===== src/rtl/fifo_pkt_pkg.sv =====
// Shared definitions for the async_fifo packet writer and its read-side checker.
package fifo_pkt_pkg;

  // Writer sequencing states.
  typedef enum logic [1:0] {
    IDLE    = 2'd0,
    PAYLOAD = 2'd1,
    CKSUM   = 2'd2
  } pkt_wr_state_t;

  // Widest checksum the helper supports; callers keep the low DATA_WIDTH bits.
  localparam int unsigned CKSUM_MAX_W = 64;

  // Two's complement of the running sum, so payload + checksum == 0 mod 2^W.
  // Truncating the 64-bit negation to any narrower width gives the same result.
  function automatic logic [CKSUM_MAX_W-1:0] cksum_fn(input logic [CKSUM_MAX_W-1:0] sum);
    return -sum;
  endfunction

endpackage


===== src/rtl/fifo_wr_skid.sv =====
// One-entry holding register in front of the async_fifo write port.
// A word may load while the previous one drains in the same cycle.
module fifo_wr_skid
  import fifo_pkt_pkg::*;
#(
  parameter int unsigned DATA_WIDTH = 8
) (
  input  logic                  wr_clk,
  input  logic                  rst,
  input  logic                  full,
  input  logic                  load,
  input  logic [DATA_WIDTH-1:0] ld_data,
  input  logic                  ld_tag,
  output logic                  can_load,
  output logic                  wr_en,
  output logic [DATA_WIDTH-1:0] din,
  output logic                  tag_written
);

  logic                  hold_vld_q, hold_vld_d;
  logic [DATA_WIDTH-1:0] hold_data_q, hold_data_d;
  logic                  hold_tag_q, hold_tag_d;

  assign wr_en       = hold_vld_q & ~full;
  assign can_load    = ~hold_vld_q | wr_en;
  assign din         = hold_data_q;
  assign tag_written = wr_en & hold_tag_q;

  // Next holding-register contents: load wins, otherwise a write empties it.
  always_comb begin
    hold_vld_d  = hold_vld_q;
    hold_data_d = hold_data_q;
    hold_tag_d  = hold_tag_q;
    if (load) begin
      hold_vld_d  = 1'b1;
      hold_data_d = ld_data;
      hold_tag_d  = ld_tag;
    end else if (wr_en) begin
      hold_vld_d  = 1'b0;
      hold_tag_d  = 1'b0;
    end
  end

  // Holding register flops.
  always_ff @(posedge wr_clk or posedge rst) begin
    if (rst) begin
      hold_vld_q  <= 1'b0;
      hold_data_q <= '0;
      hold_tag_q  <= 1'b0;
    end else begin
      hold_vld_q  <= hold_vld_d;
      hold_data_q <= hold_data_d;
      hold_tag_q  <= hold_tag_d;
    end
  end

endmodule


===== src/rtl/fifo_pkt_writer.sv =====
// Write-side producer for async_fifo: forwards payload words and appends a
// zero-sum checksum word after every packet.
//
//   state   | meaning
//   --------+---------------------------------------------------------------
//   IDLE    | waiting for the first word of a packet
//   PAYLOAD | accumulating further words until s_last or MAX_LEN
//   CKSUM   | upstream stalled; checksum loads as soon as the register frees
module fifo_pkt_writer
  import fifo_pkt_pkg::*;
#(
  parameter int unsigned DATA_WIDTH = 8,
  parameter int unsigned MAX_LEN    = 16,
  parameter int unsigned CNT_WIDTH  = 16
) (
  input  logic                  wr_clk,
  input  logic                  rst,
  input  logic                  s_valid,
  output logic                  s_ready,
  input  logic [DATA_WIDTH-1:0] s_data,
  input  logic                  s_last,
  input  logic                  full,
  output logic                  wr_en,
  output logic [DATA_WIDTH-1:0] din,
  output logic                  pkt_done,
  output logic                  len_err,
  output logic [CNT_WIDTH-1:0]  pkt_count
);

  localparam int unsigned LEN_W = $clog2(MAX_LEN + 1);
  localparam logic [LEN_W-1:0] LEN_LIMIT = LEN_W'(MAX_LEN);

  pkt_wr_state_t         state_q, state_d;
  logic [DATA_WIDTH-1:0] sum_q, sum_d;
  logic [LEN_W-1:0]      len_q, len_d;
  logic [CNT_WIDTH-1:0]  pkt_count_q, pkt_count_d;

  logic                  load;
  logic [DATA_WIDTH-1:0] ld_data;
  logic                  ld_tag;
  logic                  can_load;
  logic                  tag_written;
  logic                  accept;
  logic                  len_err_c;
  logic [LEN_W-1:0]      len_inc;
  logic [CKSUM_MAX_W-1:0] cksum_w;

  fifo_wr_skid #(
    .DATA_WIDTH (DATA_WIDTH)
  ) u_skid (
    .wr_clk      (wr_clk),
    .rst         (rst),
    .full        (full),
    .load        (load),
    .ld_data     (ld_data),
    .ld_tag      (ld_tag),
    .can_load    (can_load),
    .wr_en       (wr_en),
    .din         (din),
    .tag_written (tag_written)
  );

  // Reset is folded in so s_ready reads 0 while rst is held, even though the
  // register is empty and the state is IDLE.
  assign s_ready   = ~rst & (state_q != CKSUM) & can_load;
  assign accept    = s_valid & s_ready;
  assign len_inc   = len_q + LEN_W'(1);
  assign cksum_w   = cksum_fn(CKSUM_MAX_W'(sum_q));
  assign pkt_done  = tag_written;
  assign len_err   = len_err_c;
  assign pkt_count = pkt_count_q;

  // Packet sequencing, running sum and register load control.
  always_comb begin
    state_d     = state_q;
    sum_d       = sum_q;
    len_d       = len_q;
    load        = 1'b0;
    ld_data     = s_data;
    ld_tag      = 1'b0;
    len_err_c   = 1'b0;
    pkt_count_d = pkt_count_q + CNT_WIDTH'(tag_written);
    unique case (state_q)
      IDLE: begin
        if (accept) begin
          load  = 1'b1;
          sum_d = s_data;
          len_d = LEN_W'(1);
          if (s_last || MAX_LEN == 1) begin
            state_d   = CKSUM;
            len_err_c = ~s_last;
          end else begin
            state_d = PAYLOAD;
          end
        end
      end
      PAYLOAD: begin
        if (accept) begin
          load  = 1'b1;
          sum_d = sum_q + s_data;
          len_d = len_inc;
          if (s_last || len_inc == LEN_LIMIT) begin
            state_d   = CKSUM;
            len_err_c = ~s_last;
          end
        end
      end
      CKSUM: begin
        if (can_load) begin
          load    = 1'b1;
          ld_data = cksum_w[DATA_WIDTH-1:0];
          ld_tag  = 1'b1;
          sum_d   = '0;
          len_d   = '0;
          state_d = IDLE;
        end
      end
      default: state_d = IDLE;
    endcase
  end

  // FSM, sum, length and packet counter flops.
  always_ff @(posedge wr_clk or posedge rst) begin
    if (rst) begin
      state_q     <= IDLE;
      sum_q       <= '0;
      len_q       <= '0;
      pkt_count_q <= '0;
    end else begin
      state_q     <= state_d;
      sum_q       <= sum_d;
      len_q       <= len_d;
      pkt_count_q <= pkt_count_d;
    end
  end

endmodule


===== config.mk =====
export PLATFORM = sky130hd
export DESIGN_NAME = fifo_pkt_writer
export DESIGN_NICKNAME = d
export VERILOG_FILES = /design/src/rtl/fifo_pkt_pkg.sv /design/src/rtl/fifo_wr_skid.sv /design/src/rtl/fifo_pkt_writer.sv
export SDC_FILE = /design/constraint.sdc
export NUM_CORES = 1
export LEC_CHECK = 0
export CORE_MARGIN = 4
export CORE_UTILIZATION = 58
export CTS_CLUSTER_DIAMETER = 50
export DETAILED_ROUTE_END_ITERATION = 16
export PLACE_DENSITY = 0.86
export REMOVE_ABC_BUFFERS = 1
export SLEW_MARGIN = 20
export SYNTH_ARGS = -nofsm -noshare
export SYNTH_HDL_FRONTEND = slang
export SYNTH_HIERARCHICAL = 1
export SYNTH_SLANG_ARGS = --single-unit

===== constraint.sdc =====
create_clock -name wr_clk -period 6.4 [get_ports wr_clk]
set_input_delay 0.96 -clock wr_clk [delete_from_list [all_inputs] [get_ports wr_clk]]
set_output_delay 0.96 -clock wr_clk [all_outputs]
set_load 0.05 [all_outputs]

==> qor_table.md <==
| Metric | Value | Unit |
|:---|:---|:---|
| Run status | complete, no violations | - |
| Period Utilization, post-route | 59.9 | % |
| Critical path data required time | 5440 | ps |
| GR Overflow Total | 0 | - |
| Setup repair after global routing missed its margin | no | - |
| Vias per Instance | 5.88 | - |
| Reported leakage power | 1.34 | nW |
| Startpoint Class | input pin | - |
| Fraction of synthesized cell area taken by the top area cell type | 40.8 | % |
| Final critical-path required period | 3840 | ps |
| Maximum count of clock buffers along a single path | 2 | - |
| Rel. slew slack | 52.9 | % |
| Fraction of final layout cells sized beyond drive strength 1 | 9.46 | % |
| PostCTS Resize Cnt | 0 | - |
| Clock tree from TritonCTS | done | - |
| Average wire per cell in the routed design | 15.3 | um |
| Final net count | 326 | - |
| Post-synth top area cell | dfrtp_1 | - |
| Fmax achieved | 0.261 | GHz |
| Fraction of synthesis flops using an asynchronous set or reset pin | 100 | % |
| Crit path from | full | - |
| Setup-failing EPs final | 0 | - |
| Clock network latency to the later pin of the worst-skew pair | 290 | ps |
| Slowest cell delay on critical path | 810 | ps |
| Classification of the worst-slack hold path | flop to flop | - |
| All-layer global routing usage | 21.3 | % |
| Area contributors post-synth | dfrtp_1, ha_1, xnor2_1 | - |
| Pwr per Cell Area | 458 | mW/mm^2 |
| Area of the core region | 0.00409 | mm^2 |
| Endpoint of the most critical register-to-register path | len_q[4] | - |
| Via total after detailed routing | 2035 | - |
| Count of mapped cells out of synthesis | 255 | - |
| Clock Root Buffer | clkbuf_8 | - |
| Critical register-to-register path startpoint | state_q[1] | - |
| Total of warnings raised by yosys | 6 | - |
| ANT nets after route | 0 | - |
| First-pass GRT wire length | 9.11 | mm |
| Maximum number of pins on one net before global-route repair | 20 | - |
| Area grow syn2layout | 20.9 | % |
| Count of max-cap constraint violations | 0 | - |
| Half-perimeter wire length of the detailed placement result | 4.01 | mm |
| # Post-CTS Setup Buffers | 0 | - |
| Area enclosed by the die boundary | 0.00546 | mm^2 |
| Number of buffer cells added on primary ports | 40 | - |
| Classification of the worst setup path | input pin to primary output | - |
| Design Area, Final | 0.00304 | mm^2 |
| Commonest non-fill, non-tap cells in the layout | dfrtp_1, clkdlybuf4s50_1, nand2_1 | - |
| CP Capture Point | len_err | - |
| Number of sinks handled by clock tree synthesis | 41 | - |
| Count of distinct cell types in the synthesized netlist | 50 | - |
| Seq/Total Area, Yosys | 40.8 | % |
| Detailed Route Iter0 Violations | 94 | - |
| Slowest cell on the critical path | clkdlybuf4s50_1 | - |
| Commonest register cell after synthesis | dfrtp_1 | - |
| Max Clock Skew | 4.63 | ps |
| Avg Synthesized Cell Area | 9.87 | um^2 |
| Type of destination of the critical path | primary output | - |
| Arrival time of data at the critical path endpoint | 2880 | ps |
| Largest driver fanout on the critical path | 5 | - |
| Critical path, cell by cell | clkdlybuf4s50_1 > nand2_1 > and4bb_4 > nand3_1 > nor2_1 > clkdlybuf4s50_1 | - |
| Number of iterations in the first detailed-routing pass | 4 | - |
| Instance area after placement | 0.00294 | mm^2 |
| Die X | 73.9 | um |
| Total of hold buffers inserted after clock tree synthesis | 0 | - |
| Clock transition time at the flip-flop clock pins of the worst setup and hold paths | 80 | ps |
| Accumulated negative setup slack | 0 | ps |
| Routed wire length | 5.30 | mm |
| Die height | 73.9 | um |
| Residual DRC | 0 | - |
| Fin. Hold Viols | 0 | - |
| Number of H-tree levels | 2 | - |
| Post-synthesis sequential element count | 41 | - |
| Number of synthesized flops with an enable pin | 0 | - |
| CTS buffer count | 5 | - |
| Crit-path most repeated cell | clkdlybuf4s50_1 | - |
| Via count of the first global-routing pass | 1954 | - |
| Worst vdd ir | 238 | uV |
| Placer's final routability congestion estimate | 0.841 | - |
| Number of antenna violations at the first check in global routing | 0 | - |
| Num rows | 23 | - |
| Netlist area before placement | 0.00252 | mm^2 |
| Pin slew with the least headroom to its limit | 707 | ps |
| Count of final max-slew check failures | 0 | - |
| Commonest non-fill, non-tap cell in the layout | dfrtp_1 | - |
| Initial Util | 61.6 | % |
| Diode insertion count for antenna repair | 0 | - |
| FF-to-FF path depth | 8 | - |
| Reg2reg setup slack | 3980 | ps |
| Boundary pin count | 41 | - |
critical path, delay by kind of cell:
kind | cells | cell delay [ps]
and+or+nand+nor | 4 | 670
buffers and inverters | 2 | 1250
flip-flops by register name, summed over array words and instances, names as in the netlist:
signal and count:
u_skid/hold_vld_q 1, u_skid/hold_tag_q 1, pkt_count 16, u_skid/din 8, len_q 5, state_q 2, sum_q 8
per-stage QoR:
| step | power [W] | utilization, % | hold slack (ps) | cells | worst slack, ps |
|---|---|---|---|---|---|
| detailed placement | 0.00119 | 71.8 | 462 | 339 | 2570 |
| finish | 0.00139 | 74.5 | 467 | 346 | 2560 |
| global placement | 0.00116 | 71.8 | 457 | 339 | 2610 |
| floorplan | 0.000988 | - | 492 | 248 | 2920 |
| CTS | 0.00139 | 74.4 | 473 | 346 | 2560 |
| global route | 0.00148 | 74.5 | 503 | 346 | 2470 |
worst min path at each step:
| stage | start | to | slack (ps) | depth (start not counted) |
|---|---|---|---|---|
| 2_1_floorplan | len_q[3] | len_q[3] | 490 | 1 |
| 3_3_place_gp | pkt_count[15] | pkt_count[15] | 460 | 1 |
| 3_5_place_dp | pkt_count[15] | pkt_count[15] | 460 | 1 |
| 4_1_cts | pkt_count[15] | pkt_count[15] | 470 | 1 |
| 5_1_grt | pkt_count[15] | pkt_count[15] | 500 | 1 |
| 6_report | pkt_count[15] | pkt_count[15] | 470 | 1 |
report_power, final:
group          internal (W)  switching, W  total (W)  leakage [nW]
logic              0.000319      0.000456   0.000775         0.754
registers          0.000336     0.0000781   0.000414         0.532
clock network      0.000113     0.0000904   0.000204        0.0540
total              0.000769      0.000625    0.00139          1.34
logic make-up after synthesis:
logic type	count (synthesis)	share of synthesized area, %
buffers and inverters	19	3.88
adders and majority gates	17	8.75
xor gates and xnor gates	23	8.00
and+or+nand+nor	89	19.3
muxes	10	5.67
DFF	41	40.8
AOI/OAI and AO/OA	56	13.7
synth_stat cells (3+ instances only):
master	instances
nor3_1	3
inv_1	12
nand4_1	3
a211oi_1	4
nand3_1	15
and3_1	5
xnor2_1	14
ha_1	16
nand2_1	27
o21ai_0	19
a21oi_1	13
clkbuf_1	4
o21ai_1	4
dfrtp_1	41
nor2_1	11
nand2b_1	3
nand4b_1	3
xor2_1	9
mux2_4	8
nor2b_1	3
final cells by class:
type	count	area [um^2]
multi-input cells	195	1400
fillers	289	1040
flip-flops and latches	41	1030
repair buffers	41	408
clock buffers	5	68.8
well taps	50	62.6
inverters	12	45.0
clock inverters	2	35.0
layer usage:
metal / wire, um / track usage [%]
met1: 2400 / 27.5
met2: 2550 / 37.3
met5: 0 / 0
met4: 50 / 4.83
met3: 293 / 3.28
No activity file was read; power rests on OpenSTA's default activity.
==> RTL change, RTL diff (same flow settings) <==
Put one more register stage on the output `pkt_count`. The value now appears one clock later. The other outputs are not delayed to match.
--- a/src/rtl/fifo_pkt_writer.sv
+++ b/src/rtl/fifo_pkt_writer.sv
@@ -70,3 +70,5 @@
   assign len_err   = len_err_c;
-  assign pkt_count = pkt_count_q;
+  always_ff @(posedge wr_clk) begin
+    pkt_count <= pkt_count_q;
+  end
 
Function: changed (a bounded check fails within 4 cycles, from zero or initial values and one cycle with rst high).
==> RTL change against the unedited design <==
  * Highest routed layer unchanged
  * Sequential cell count increased by 16
  * Cell count increased by 15%
  * Worst setup slack got worse by 0.10 ns
  * Design area increased by 17%
  * Power increased by 25%
  * Critical path type unchanged
  * Wire length increased by 11%
  * Combinational power increased by 3.9%
  * Synthesized cell count increased by 9.0%
  * Non-clock buffer count unchanged
  * Area after synthesis increased by 13%
==> RTL change: results (changes against the unedited design) <==
| Metric | Value |
|---|---|
| Status | finished clean |
| Post-Route WL | 5891 um (+11%) |
| Total power | 1.740 mW (+25%) |
| Hold wc startpoint | pkt_count_q[0] |
| Reg2Reg Launch Point | state_q[0] |
| Pleak | 1.536 nW (+15%) |
| Worst-path clk slew | 0.06 ns (-0.02 ns) |
| DR iter-0 viols | 131 (+39%) |
| Worst path arrival time | 2.98 ns (+0.10 ns) |
| Peak supply drop | 0.2660 mV (+12%) |
| DR WL met3 | 332 um (+13%) |
| Hold EP | pkt_count[0] |
| R2r endpoint | u_skid/din[4] |
| R2r setup slk | 4.11 ns (+0.13 ns) |
| HPWL after DPL | 4268 um (+6.4%) |
| Met2 WL post-DR | 2952 um (+16%) |
| Vias in the first global route | 2148 (+9.9%) |
| Hold_ws | 0.3840 ns (-0.08311 ns) |
| Synth top area cells | dfrtp_1 (36%), dfxtp_1 (11%), ha_1 (7.0%), xnor2_1 (4.6%), o21ai_0 (4.4%) |
| Post-Syn Area per Cell | 10.25 sq um (+3.8%) |
| Placed cell area | 3303 sq um (+13%) |
| Fmax | 254.1 MHz (-2.5%) |
| Placed Instances | 381 (+12%) |
| CTS H-Tree Depth | 3 (+1) |
| Largest net degree at the start of global routing | 32 (+60%) |
| Met1 Wirelength | 2564 um (+6.7%) |
| Async SR Flop Fraction | 0.7193 (-0.2807) |
| Global-route wire length before repair | 9956 um (+9.2%) |
| Top post-synthesis cells by count | dfrtp_1 (41), nand2_1 (29), o21ai_0 (25), nand3_1 (18) |
| Met3 Use GR | 0.06078 (+0.02795) |
| Fill count | 334 (+16%) |
| Placer's final routability congestion estimate | 0.8316 (-1.1%) |
| Post-synthesis sequential area ratio | 0.4726 (+0.06500) |
| Clock latency at the later pin of the worst-skew pair | 0.33 ns (+0.04 ns) |
| Share of cells above drive strength 1 | 0.09394 (-0.0006552) |
| Drt via density | 5.526 (-6.0%) |
| Fin nets | 355 (+8.9%) |
| Reg2reg path depth | 6 (-2) |
| GR Layer Usage met1 | 0.2608 (-0.01425) |
| Clock Skew | 0.006216 ns (+0.001582 ns) |
| Number of distinct library cells after synthesis | 47 (-6.0%) |
[RTL change: how the worst max path moves through the flow]
stage | depth (start not counted) | from | endpoint
2_1_floorplan | 3 | full | len_err
3_3_place_gp | 5 | full | len_err
3_5_place_dp | 5 | full | len_err
4_1_cts | 5 | full | len_err
5_1_grt | 5 | full | len_err
6_report | 5 | full | len_err
[RTL change: area by class of cell]
class	instances	area, sq um	share of cell area
clock buffers	11	141.4	0.03982
inverters	13	48.80	0.01374
repair buffers	41	407.9	0.1149
clock inverters	5	102.6	0.02889
well taps	67	83.83	0.02361
multi-input cells	203	1420	0.3999
flip-flops and latches	57	1346	0.3791
[RTL change: cell families after synthesis]
kind of cell             count (synthesis)  synth area share
multiplexers                            11           0.05358
adder cells (fa/ha/maj)                 17           0.07729
flip-flops                              57            0.4726
XOR/XNOR                                22           0.06763
AND/OR/NAND/NOR                         95            0.1735
buffers and inverters                   18           0.03030
AO/OA/AOI/OAI                           58            0.1252
